**config.mk**
```make
export PLATFORM = sky130hd
export DESIGN_NAME = fetch_unit
export DESIGN_NICKNAME = d
export VERILOG_FILES = /design/src/rtl/fetch_unit.sv
export SDC_FILE = /design/constraint.sdc
export NUM_CORES = 1
export LEC_CHECK = 0
export BUFFER_PORTS_ARGS = -buffer_cell sky130_fd_sc_hd__buf_4
export CAP_MARGIN = 20
export CORE_MARGIN = 2
export CORE_UTILIZATION = 34
export DETAILED_ROUTE_END_ITERATION = 8
export PLACE_DENSITY = 0.68
export SLEW_MARGIN = 20
export SYNTH_ARGS = -nofsm -noshare
export SYNTH_HDL_FRONTEND = slang
export SYNTH_SLANG_ARGS = --single-unit
```
**constraint.sdc**
```tcl
create_clock -name clk -period 2.1 [get_ports clk]
set_input_delay 0.21 -clock clk [delete_from_list [all_inputs] [get_ports clk]]
set_output_delay 0.21 -clock clk [all_outputs]
set_load 0.01 [all_outputs]
```
**src/rtl/fetch_unit.sv**
```systemverilog
// Instruction fetch stage: program counter, single-entry fetch register and valid/ready hand-off to decode.
// Optional perf counters (fetch_count, stall_count) are built when FETCH_PERF_EN is defined.
module fetch_unit #(
    parameter int unsigned               INS_ADDRESS = 32,
    parameter int unsigned               INS_W       = 32,
    parameter logic [INS_ADDRESS-1:0]    RESET_PC    = '0
) (
    input  logic                   clk,
    input  logic                   rst_n,
    input  logic                   fetch_en,
    output logic [INS_ADDRESS-1:0] imem_addr,
    input  logic [INS_W-1:0]       imem_instr,
    input  logic                   redirect,
    input  logic [INS_ADDRESS-1:0] redirect_pc,
    output logic                   out_valid,
    input  logic                   out_ready,
    output logic [INS_W-1:0]       out_instr,
`ifdef FETCH_PERF_EN
    output logic [31:0]            fetch_count,
    output logic [31:0]            stall_count,
    output logic [INS_ADDRESS-1:0] out_pc
`else
    output logic [INS_ADDRESS-1:0] out_pc
`endif
);

    typedef enum logic {
        IDLE,
        RUN
    } state_e;

    state_e                 state_q, state_d;
    logic [INS_ADDRESS-1:0] pc_q, pc_d;
    logic                   valid_q, valid_d;
    logic [INS_W-1:0]       instr_q, instr_d;
    logic [INS_ADDRESS-1:0] outpc_q, outpc_d;
    logic                   load;
    logic                   unused_redirect_lsbs;

    // The target's byte offset is dropped; instructions are always word aligned.
    assign unused_redirect_lsbs = ^redirect_pc[1:0];

    assign load = (state_q == RUN) & fetch_en & ~redirect & (~valid_q | out_ready);

    always_comb begin
        state_d = state_q;
        pc_d    = pc_q;
        valid_d = valid_q;
        instr_d = instr_q;
        outpc_d = outpc_q;

        if (state_q == IDLE && fetch_en) begin
            state_d = RUN;
        end else if (state_q == RUN && !fetch_en) begin
            state_d = IDLE;
        end

        // Redirect wins over capture and flushes the word even if decode takes it this cycle.
        if (redirect) begin
            pc_d    = {redirect_pc[INS_ADDRESS-1:2], 2'b00};
            valid_d = 1'b0;
        end else if (load) begin
            instr_d = imem_instr;
            outpc_d = pc_q;
            valid_d = 1'b1;
            pc_d    = pc_q + INS_ADDRESS'(4);
        end else if (valid_q && out_ready) begin
            valid_d = 1'b0;
        end
    end

    always_ff @(posedge clk) begin
        if (!rst_n) begin
            state_q <= IDLE;
            pc_q    <= RESET_PC;
            valid_q <= 1'b0;
            instr_q <= '0;
            outpc_q <= '0;
        end else begin
            state_q <= state_d;
            pc_q    <= pc_d;
            valid_q <= valid_d;
            instr_q <= instr_d;
            outpc_q <= outpc_d;
        end
    end

`ifdef FETCH_PERF_EN
    logic [31:0] fetch_count_q, stall_count_q;

    always_ff @(posedge clk) begin
        if (!rst_n) begin
            fetch_count_q <= '0;
            stall_count_q <= '0;
        end else begin
            if (valid_q && out_ready) begin
                fetch_count_q <= fetch_count_q + 32'd1;
            end
            if (valid_q && !out_ready) begin
                stall_count_q <= stall_count_q + 32'd1;
            end
        end
    end

    assign fetch_count = fetch_count_q;
    assign stall_count = stall_count_q;
`endif

    assign imem_addr = {2'b00, pc_q[INS_ADDRESS-1:2]};
    assign out_valid = valid_q;
    assign out_instr = instr_q;
    assign out_pc    = outpc_q;

endmodule

```
Word-level counts from Yosys, hierarchy flattened
Index checks and enable logic that the tools add are counted.
W data, S select, Z words.
{ "word_totals": {"out_inout_bits": 97, "in_bits": 69, "wordCells": 30, "reg_bits": 98} }
{ "op_classes": {"muxes": 6, "n_addsub": 1, "bitwise": 8, "n_reduce_logical": 9} }
{ "op_table": {"columns": ["cell", "count"], "rows": [
  ["$mux W32", 2],
  ["$add A32 B3 Y32 const B", 1],
  ["$reduce_bool A2 Y1", 3],
  ["$mux W1", 4],
  ["$not A1 Y1", 4],
  ["$and A1 B1 Y1", 3],
  ["$logic_and A1 B1 Y1", 3],
  ["$reduce_and A2 Y1", 1],
  ["$reduce_or A2 Y1", 1],
  ["$logic_not A1 Y1", 1],
  ["$or A1 B1 Y1", 1]
]} }

Logic depth before layout (Yosys ltp)
Gate-level depths: netlist of run 1.
{ "logic_depth": {"word_depth": 5, "mapped_depth": 7, "mapped_depth_nobuf": 5} }

Least setup slack after synthesis of run 1
No wires, ideal clock.
{ "synth_timing": {"path_type": "register -> register", "startpoint": "register pc_q[4]", "endpoint": "register pc_q[28]", "arrival_ns": 1.932, "setup_time_ns": 0.074, "setup_slack_ns": 0.093, "synth_period_minus_slack_ns": 2.007, "path_buffers": 1, "t_required_ns": 2.026, "path_stages_with_launch": 6, "path_cell_list": "dfxtp_1 > nand4_4 > or4_1 > buf_2 > or4_1 > a31oi_1"} }
{ "synth_via": {"elab_chain_len": 3} }
{ "synth_rtl": {"columns": ["element", "line", "rtl"], "rows": [
  ["start: declaration", "33", "logic [INS_ADDRESS-1:0] pc_q, pc_d;"],
  ["start signal: assignment", "81", "pc_q <= pc_d;"],
  ["$add A32 B3 Y32", "66", "pc_d = pc_q + INS_ADDRESS'(4);"],
  ["$mux W32", "62", "end else if (load) begin"],
  ["$mux W32", "59", "if (redirect) begin"]
]} }
Every way passes these cells. The select of a mux whose other input is x is not followed.
A chain may end at the register's enable or synchronous reset.

Worst setup path after layout of run 1
{ "layout_timing": {"startpoint": "register pc_q[5]", "endpoint": "register pc_q[29]"} }
The elaborated chain is that of the path after synthesis.

==> impl_metrics.env, run 1 <==
export IMPL_run_status="finished, final reports clean"
export IMPL_placement_cell_area_um2=5420
export IMPL_detail_route_iter0_violations=230
export IMPL_netlist_cell_type_count=41
export IMPL_async_reset_ff_share_pct=0
export IMPL_htreeDepth=3
export IMPL_ys_warnings_count=0
export IMPL_synth_area_um2=4010
export IMPL_overall_via_count_from_detail_route=4221
export IMPL_synth_ff_type="sky130_fd_sc_hd__dfxtp_1"
export IMPL_antenna_found_initial=0
export IMPL_floorplan_die_height_um=113
export IMPL_swShare_pct=24.1
export IMPL_portBuffers=159
export IMPL_route_antenna_remaining_nets=0
export IMPL_timing_critical_path_required_ns=2.37
export IMPL_tritoncts="built"
export IMPL_worstMarginPinSlew_ns=0.583
export IMPL_critical_path_startpoint_type="flop"
export IMPL_fp_dieArea_um2=12700
export IMPL_share_comb_of_total_power_pct=11.6
export IMPL_synth_avg_cell_area_um2=8.00
export IMPL_setup_total_negative_slack_ns=0
export IMPL_worstPathCellList="buf_4 > and4_2 > nand3_1 > or4_1 > a31oi_1"
export IMPL_setup_violations_final=0
export IMPL_fp_coreArea_um2=11500
export IMPL_power_switching_mw=0.974
export IMPL_overflow=0
export IMPL_final_setup_skew_ns=0.00897
export IMPL_fin_total_pwr_mw=4.04
export IMPL_worst_setup_path_type="flop to flop"
export IMPL_grt_pass1_wl_um=19300
export IMPL_synth_seq_cells=94
export IMPL_critPathArrivalTime_ns=2.21
export IMPL_core_rowCount=39
export IMPL_floorplan_io_pins=166
export IMPL_clockRootBuffer="sky130_fd_sc_hd__clkbuf_16"
export IMPL_gr_usage_all_layers_pct=19.0
export IMPL_die_width_um=113
export IMPL_min_path_type="primary input to flop"
export IMPL_via_count_of_the_first_global_routing_pass=3900
export IMPL_num_antenna_cells=0
export IMPL_clkSinkCount=94
export IMPL_cp_slowest_cell="sky130_fd_sc_hd__or4_1"
export IMPL_clkTransAtPathRegs_ns=0.07
export IMPL_rsz0062_at_grt="no"
export IMPL_post_route_cells_drive_above_1_share_pct=31.5
export IMPL_post_synthesis_instance_total=501
export IMPL_timing_slew_headroom_pct=61.0
export IMPL_floorplan_initialDensity_pct=34.9
export IMPL_power_static_leakage_nw=2.28
export IMPL_pwr_density_cell_nw_per_um2=705
export IMPL_clock_latency_ns=0.34
export IMPL_drc=0
export IMPL_hold_viol=0
export IMPL_post_drt_wl_per_cell_um=15.2
export IMPL_grt_max_degree=40
export IMPL_period_needed_ns=1.95
export IMPL_power_frac_clock_pct=41.2
export IMPL_max_freq_mhz=514
export IMPL_element_type_at_the_critical_path_end="flop"
export IMPL_postLayoutCellArea_um2=5730
export IMPL_synth_sequential_area_ratio_pct=47.0
export IMPL_power_ir_vdd_worst_mv=0.338
export IMPL_delay_contributed_by_the_slowest_stage_of_the_critical_path_ns=0.58
export IMPL_layout_net_count=733
export IMPL_maxCapViolations=0
export IMPL_route_detailed_vias_per_inst=5.22
export IMPL_postRouteWirelength_um=12300
export IMPL_cts_repair_timing_setup_buffer_count=0
export IMPL_final_hold_worst_slack_ns=0.114
export IMPL_post_synth_edffs=0
export IMPL_area_growth_syn_to_layout_pct=43.0
export IMPL_min_period_over_period_pct=92.7
export IMPL_routabilityCongestion=0.841
export IMPL_intPower_mw=3.07
export IMPL_ctsLongestPathBuffers=2
export IMPL_drt_pre_antenna_iters=4
export IMPL_highest_count_cells_in_the_layout_ignoring_fill_and_taps="185 x sky130_fd_sc_hd__buf_4, 135 x sky130_fd_sc_hd__nand2_1, 94 x sky130_fd_sc_hd__dfxtp_1, 66 x sky130_fd_sc_hd__a21oi_1, 28 x sky130_fd_sc_hd__o21ai_0"
export IMPL_cp_max_fo=12
export IMPL_slew_viol_final=0
export IMPL_detailedPlacementHpwl_um=8880
export IMPL_final_common_cell="sky130_fd_sc_hd__buf_4"
export IMPL_tritoncts_num_buffers=9
export IMPL_seq_power_share_pct=47.2
==> power groups by stage <==
stage	Clock, mW	Combinational (mW)	Sequential [mW]
finish	1.66	0.467	1.91
CTS	1.71	0.468	1.91
global placement	0	0.459	1.94
global route	1.79	0.510	1.92
detailed placement	0	0.467	1.95
floorplan	0	0.167	1.97
==> cells in the mapped netlist, types with 2 or more instances <==
cell type                       count  share of area [%]
sky130_fd_sc_hd__a211oi_1           2               0.37
sky130_fd_sc_hd__a21oi_1           66                8.2
sky130_fd_sc_hd__a311oi_1           3               0.66
sky130_fd_sc_hd__a31oi_1           19                3.0
sky130_fd_sc_hd__and2_1             2               0.31
sky130_fd_sc_hd__and3_1             3               0.47
sky130_fd_sc_hd__and4_1             3               0.66
sky130_fd_sc_hd__buf_2              2               0.25
sky130_fd_sc_hd__buf_4              5               0.94
sky130_fd_sc_hd__clkbuf_1          30                2.8
sky130_fd_sc_hd__dfxtp_1           94                 47
sky130_fd_sc_hd__dlygate4sd1_1      2               0.44
sky130_fd_sc_hd__ha_1               3               0.94
sky130_fd_sc_hd__inv_1              3               0.28
sky130_fd_sc_hd__nand2_1          135                 13
sky130_fd_sc_hd__nand2b_1           4               0.62
sky130_fd_sc_hd__nand3_1            9                1.1
sky130_fd_sc_hd__nand4_1           16                2.5
sky130_fd_sc_hd__nor2_1             7               0.66
sky130_fd_sc_hd__nor2b_1            3               0.47
sky130_fd_sc_hd__nor3b_1            3               0.56
sky130_fd_sc_hd__nor4_1             2               0.31
sky130_fd_sc_hd__o211a_1            2               0.50
sky130_fd_sc_hd__o21ai_0           28                3.5
sky130_fd_sc_hd__o31ai_1           14                2.6
sky130_fd_sc_hd__or3_1              7                1.1
sky130_fd_sc_hd__or4_1             13                2.4
sky130_fd_sc_hd__or4_2              3               0.66
sky130_fd_sc_hd__xnor2_1            3               0.66
sky130_fd_sc_hd__xor2_1             4               0.87
==> layout make-up <==
| type | instances | area, um^2 |
|---|---|---|
| clock buffers | 13 | 260 |
| clock inverters | 3 | 42.5 |
| fillers | 1123 | 5740 |
| inverters | 5 | 18.8 |
| multi-input cells | 365 | 1940 |
| flip-flops and latches | 94 | 1880 |
| well taps | 143 | 179 |
| repair buffers | 186 | 1410 |
==> metal layers <==
layer	share of wire, %	routed length, um	global-route usage [%]	up-vias
met1	44	5450	25.1	1978
li1	-	-	-	2088
met3	6.1	758	3.24	12
met4	1.4	178	8.05	0
met5	0	0	0	-
met2	48	5950	30.5	143
==> through the flow <==
step	std cells	util [%]	setup slack, ns
final	809	50.0	0.153
after global placement	793	47.3	0.114
after floorplan	504	-	0.0933
after detailed placement	793	47.3	0.0756
after CTS	809	49.9	0.0610
after global routing	809	50.0	0.0649
==> state kept, by name (all words and copies together) (netlist names) <==
name,cells
out_pc,30
state_q,1
pc_q,30
out_valid,1
out_instr,32
==> cell families after synthesis <==
logic type | synth area share, %
and+or+nand+nor | 25.7
AOI/OAI and AO/OA | 19.3
DFF | 47.0
buffers and inverters | 5.18
xor gates and xnor gates | 1.53
adders and majority gates | 0.937
other | 0.0936
muxes | 0.250
==> timing repair <==
action                     in CTS  in global routing
hold buffers                    0                  0
setup endpoints to repair       0                  1
gates resized for setup         0                  1
==> critical path: cells and delay by family, from the launching register on <==
family,cells,cell delay (ns)
buf+inv,1,0.17
compound gates,1,0.17
flops,1,0.39
simple gates,3,1.13
==> worst paths after layout <==
check	start	endpoint	slack, ns	cells after the start
worst max-delay path	pc_q[5]	pc_q[29]	0.15	5
worst min-delay path	imem_instr[30]	out_instr[30]	0.11	3
worst max register to register	pc_q[5]	pc_q[29]	0.15	5
worst min register to register	out_instr[19]	out_instr[19]	0.45	2
Note: power is estimated with default switching activity, not from simulation.
==> run 2, diff against run 1 <==
--- a/config.mk
+++ b/config.mk
@@ -10,7 +10,7 @@
 export CORE_MARGIN = 2
 export CORE_UTILIZATION = 34
 export DETAILED_ROUTE_END_ITERATION = 8
-export PLACE_DENSITY = 0.68
+export PLACE_DENSITY = 0.65
 export SLEW_MARGIN = 20
 export SYNTH_ARGS = -nofsm -noshare
 export SYNTH_HDL_FRONTEND = slang
==> impl_metrics.env, run 2 (synthesis gave the netlist of run 1 again) <==
export IMPL_final_setup_skew_ns=0.00625
export IMPL_critPathArrivalTime_ns=2.29
export IMPL_holdCritStartpoint="imem_instr[24]"
export IMPL_floorplan_die_height_um=113
export IMPL_power_static_leakage_nw=2.26
export IMPL_period_needed_ns=2.02
export IMPL_fin_total_pwr_mw=3.87
export IMPL_route_detailed_vias_per_inst=5.11
export IMPL_core_rowCount=39
export IMPL_route_antenna_remaining_nets=0
export IMPL_antenna_found_initial=0
export IMPL_clkSinkCount=94
export IMPL_floorplan_io_pins=166
export IMPL_detail_route_iter0_violations=252
export IMPL_clockRootBuffer="sky130_fd_sc_hd__clkbuf_16"
export IMPL_postRouteWirelength_um=12100
export IMPL_timing_reg2reg_setup_slack_ns=0.08
export IMPL_htreeDepth=3
export IMPL_highest_count_cells_in_the_layout_ignoring_fill_and_taps="182 x sky130_fd_sc_hd__buf_4, 135 x sky130_fd_sc_hd__nand2_1, 94 x sky130_fd_sc_hd__dfxtp_1, 66 x sky130_fd_sc_hd__a21oi_1, 28 x sky130_fd_sc_hd__o21ai_0"
export IMPL_grt_max_degree=49
export IMPL_hold_viol=0
export IMPL_tritoncts="built"
export IMPL_post_route_cells_drive_above_1_share_pct=31.4
export IMPL_drt_pre_antenna_iters=5
export IMPL_power_ir_vdd_worst_mv=0.376
export IMPL_tritoncts_num_buffers=9
export IMPL_overall_via_count_from_detail_route=4130
export IMPL_max_freq_mhz=495
export IMPL_worst_r2r_path_depth=4
export IMPL_cts_repair_timing_setup_buffer_count=0
export IMPL_setup_violations_final=0
export IMPL_routabilityCongestion=0.799
export IMPL_clkTransAtPathRegs_ns=0.07
export IMPL_pwr_density_cell_nw_per_um2=678
export IMPL_detailedPlacementHpwl_um=8760
export IMPL_overflow=0
export IMPL_floorplan_initialDensity_pct=34.9
export IMPL_gr_usage_all_layers_pct=19.0
export IMPL_min_path_type="primary input to flop"
export IMPL_area_growth_syn_to_layout_pct=42.6
export IMPL_worstHoldEndpoint="out_instr[24]"
export IMPL_via_count_of_the_first_global_routing_pass=3899
export IMPL_min_period_over_period_pct=96.2
export IMPL_ctsHoldBuffers=0
export IMPL_run_status="finished, final reports clean"
export IMPL_fp_coreArea_um2=11500
export IMPL_timing_rr_end="pc_q[28]"
export IMPL_hold_path_cell_count=3
export IMPL_maxCapViolations=0
export IMPL_rsz0062_at_grt="no"
export IMPL_num_antenna_cells=0
export IMPL_slew_viol_final=0
export IMPL_timing_critical_path_required_ns=2.37
export IMPL_grt_pass1_wl_um=19200
export IMPL_setup_total_negative_slack_ns=0
export IMPL_ctsLongestPathBuffers=2
export IMPL_post_drt_wl_per_cell_um=14.9
export IMPL_cp_max_fo=8
export IMPL_drc=0
export IMPL_final_common_cell="sky130_fd_sc_hd__buf_4"
export IMPL_critical_path_startpoint_type="flop"
export IMPL_fp_dieArea_um2=12700
export IMPL_worst_setup_path_type="flop to flop"
export IMPL_layout_net_count=732
export IMPL_portBuffers=159
export IMPL_die_width_um=113
export IMPL_largest_reg_flops=32
export IMPL_clock_latency_ns=0.34
export IMPL_element_type_at_the_critical_path_end="flop"
export IMPL_worst_r2r_startpoint="pc_q[7]"
==> run 2: layout make-up <==
type                       count  area [um^2]
fill                        1124         5750
multi-input combinational    365         1940
sequential                    94         1880
timing repair buffer         185         1430
clock buffer                  12          246
tap                          143          179
clock inverter                 4         22.5
inverter                       5         18.8
==> run 2: worst max-delay path, cell delays in order (launching register included) <==
cell and delay [ns]:
sky130_fd_sc_hd__dfxtp_1 0.46, sky130_fd_sc_hd__nand4_4 0.14, sky130_fd_sc_hd__or4_1 0.68, sky130_fd_sc_hd__or4_1 0.51, sky130_fd_sc_hd__a31oi_1 0.16
==> run 2: worst max path at each step <==
| stage | start | endpoint | slack (ns) | depth (start not counted) |
|---|---|---|---|---|
| after floorplan | pc_q[4] | pc_q[28] | 0.09 | 5 |
| after global placement | pc_q[7] | pc_q[28] | 0.11 | 4 |
| after detailed placement | pc_q[7] | pc_q[28] | 0.09 | 4 |
| after CTS | pc_q[7] | pc_q[28] | 0.08 | 4 |
| after global routing | pc_q[7] | pc_q[28] | 0.01 | 4 |
| final | pc_q[7] | pc_q[28] | 0.08 | 4 |
==> run 2: timing repair <==
action / 4_1_cts / 5_1_grt
resized for setup: 0 / 1
endpoints found under the hold margin: 0 / 0
setup endpoints to repair: 0 / 2
==> run 2: through the flow <==
stage | std cells | setup WS (ns) | utilization [%] | cell area (um^2) | hold slack, ns
6_report | 808 | 0.0808 | 49.8 | 5710 | 0.107
5_1_grt | 808 | 0.0111 | 49.8 | 5710 | 0.108
4_1_cts | 808 | 0.0766 | 49.8 | 5710 | 0.0978
3_5_place_dp | 792 | 0.0916 | 47.4 | 5440 | 0.448
3_3_place_gp | 792 | 0.113 | 47.4 | 5440 | 0.442
2_1_floorplan | 504 | 0.0933 | - | 4020 | 0.346
==> run 2: power breakdown <==
group          internal (mW)  switching [mW]  total [mW]
sequential              1.84          0.0649        1.91
combinational          0.237           0.227       0.464
clock                  0.829           0.669        1.50
total                   2.91           0.961        3.87
==> run 2: metal layers <==
| metal | GRT usage (%) | wire, um | up-vias |
|---|---|---|---|
| li1 | - | - | 2083 |
| met1 | 25.2 | 5290 | 1899 |
| met2 | 30.1 | 5680 | 135 |
| met3 | 3.83 | 866 | 13 |
| met4 | 8.13 | 226 | 0 |
| met5 | 0 | 0 | - |
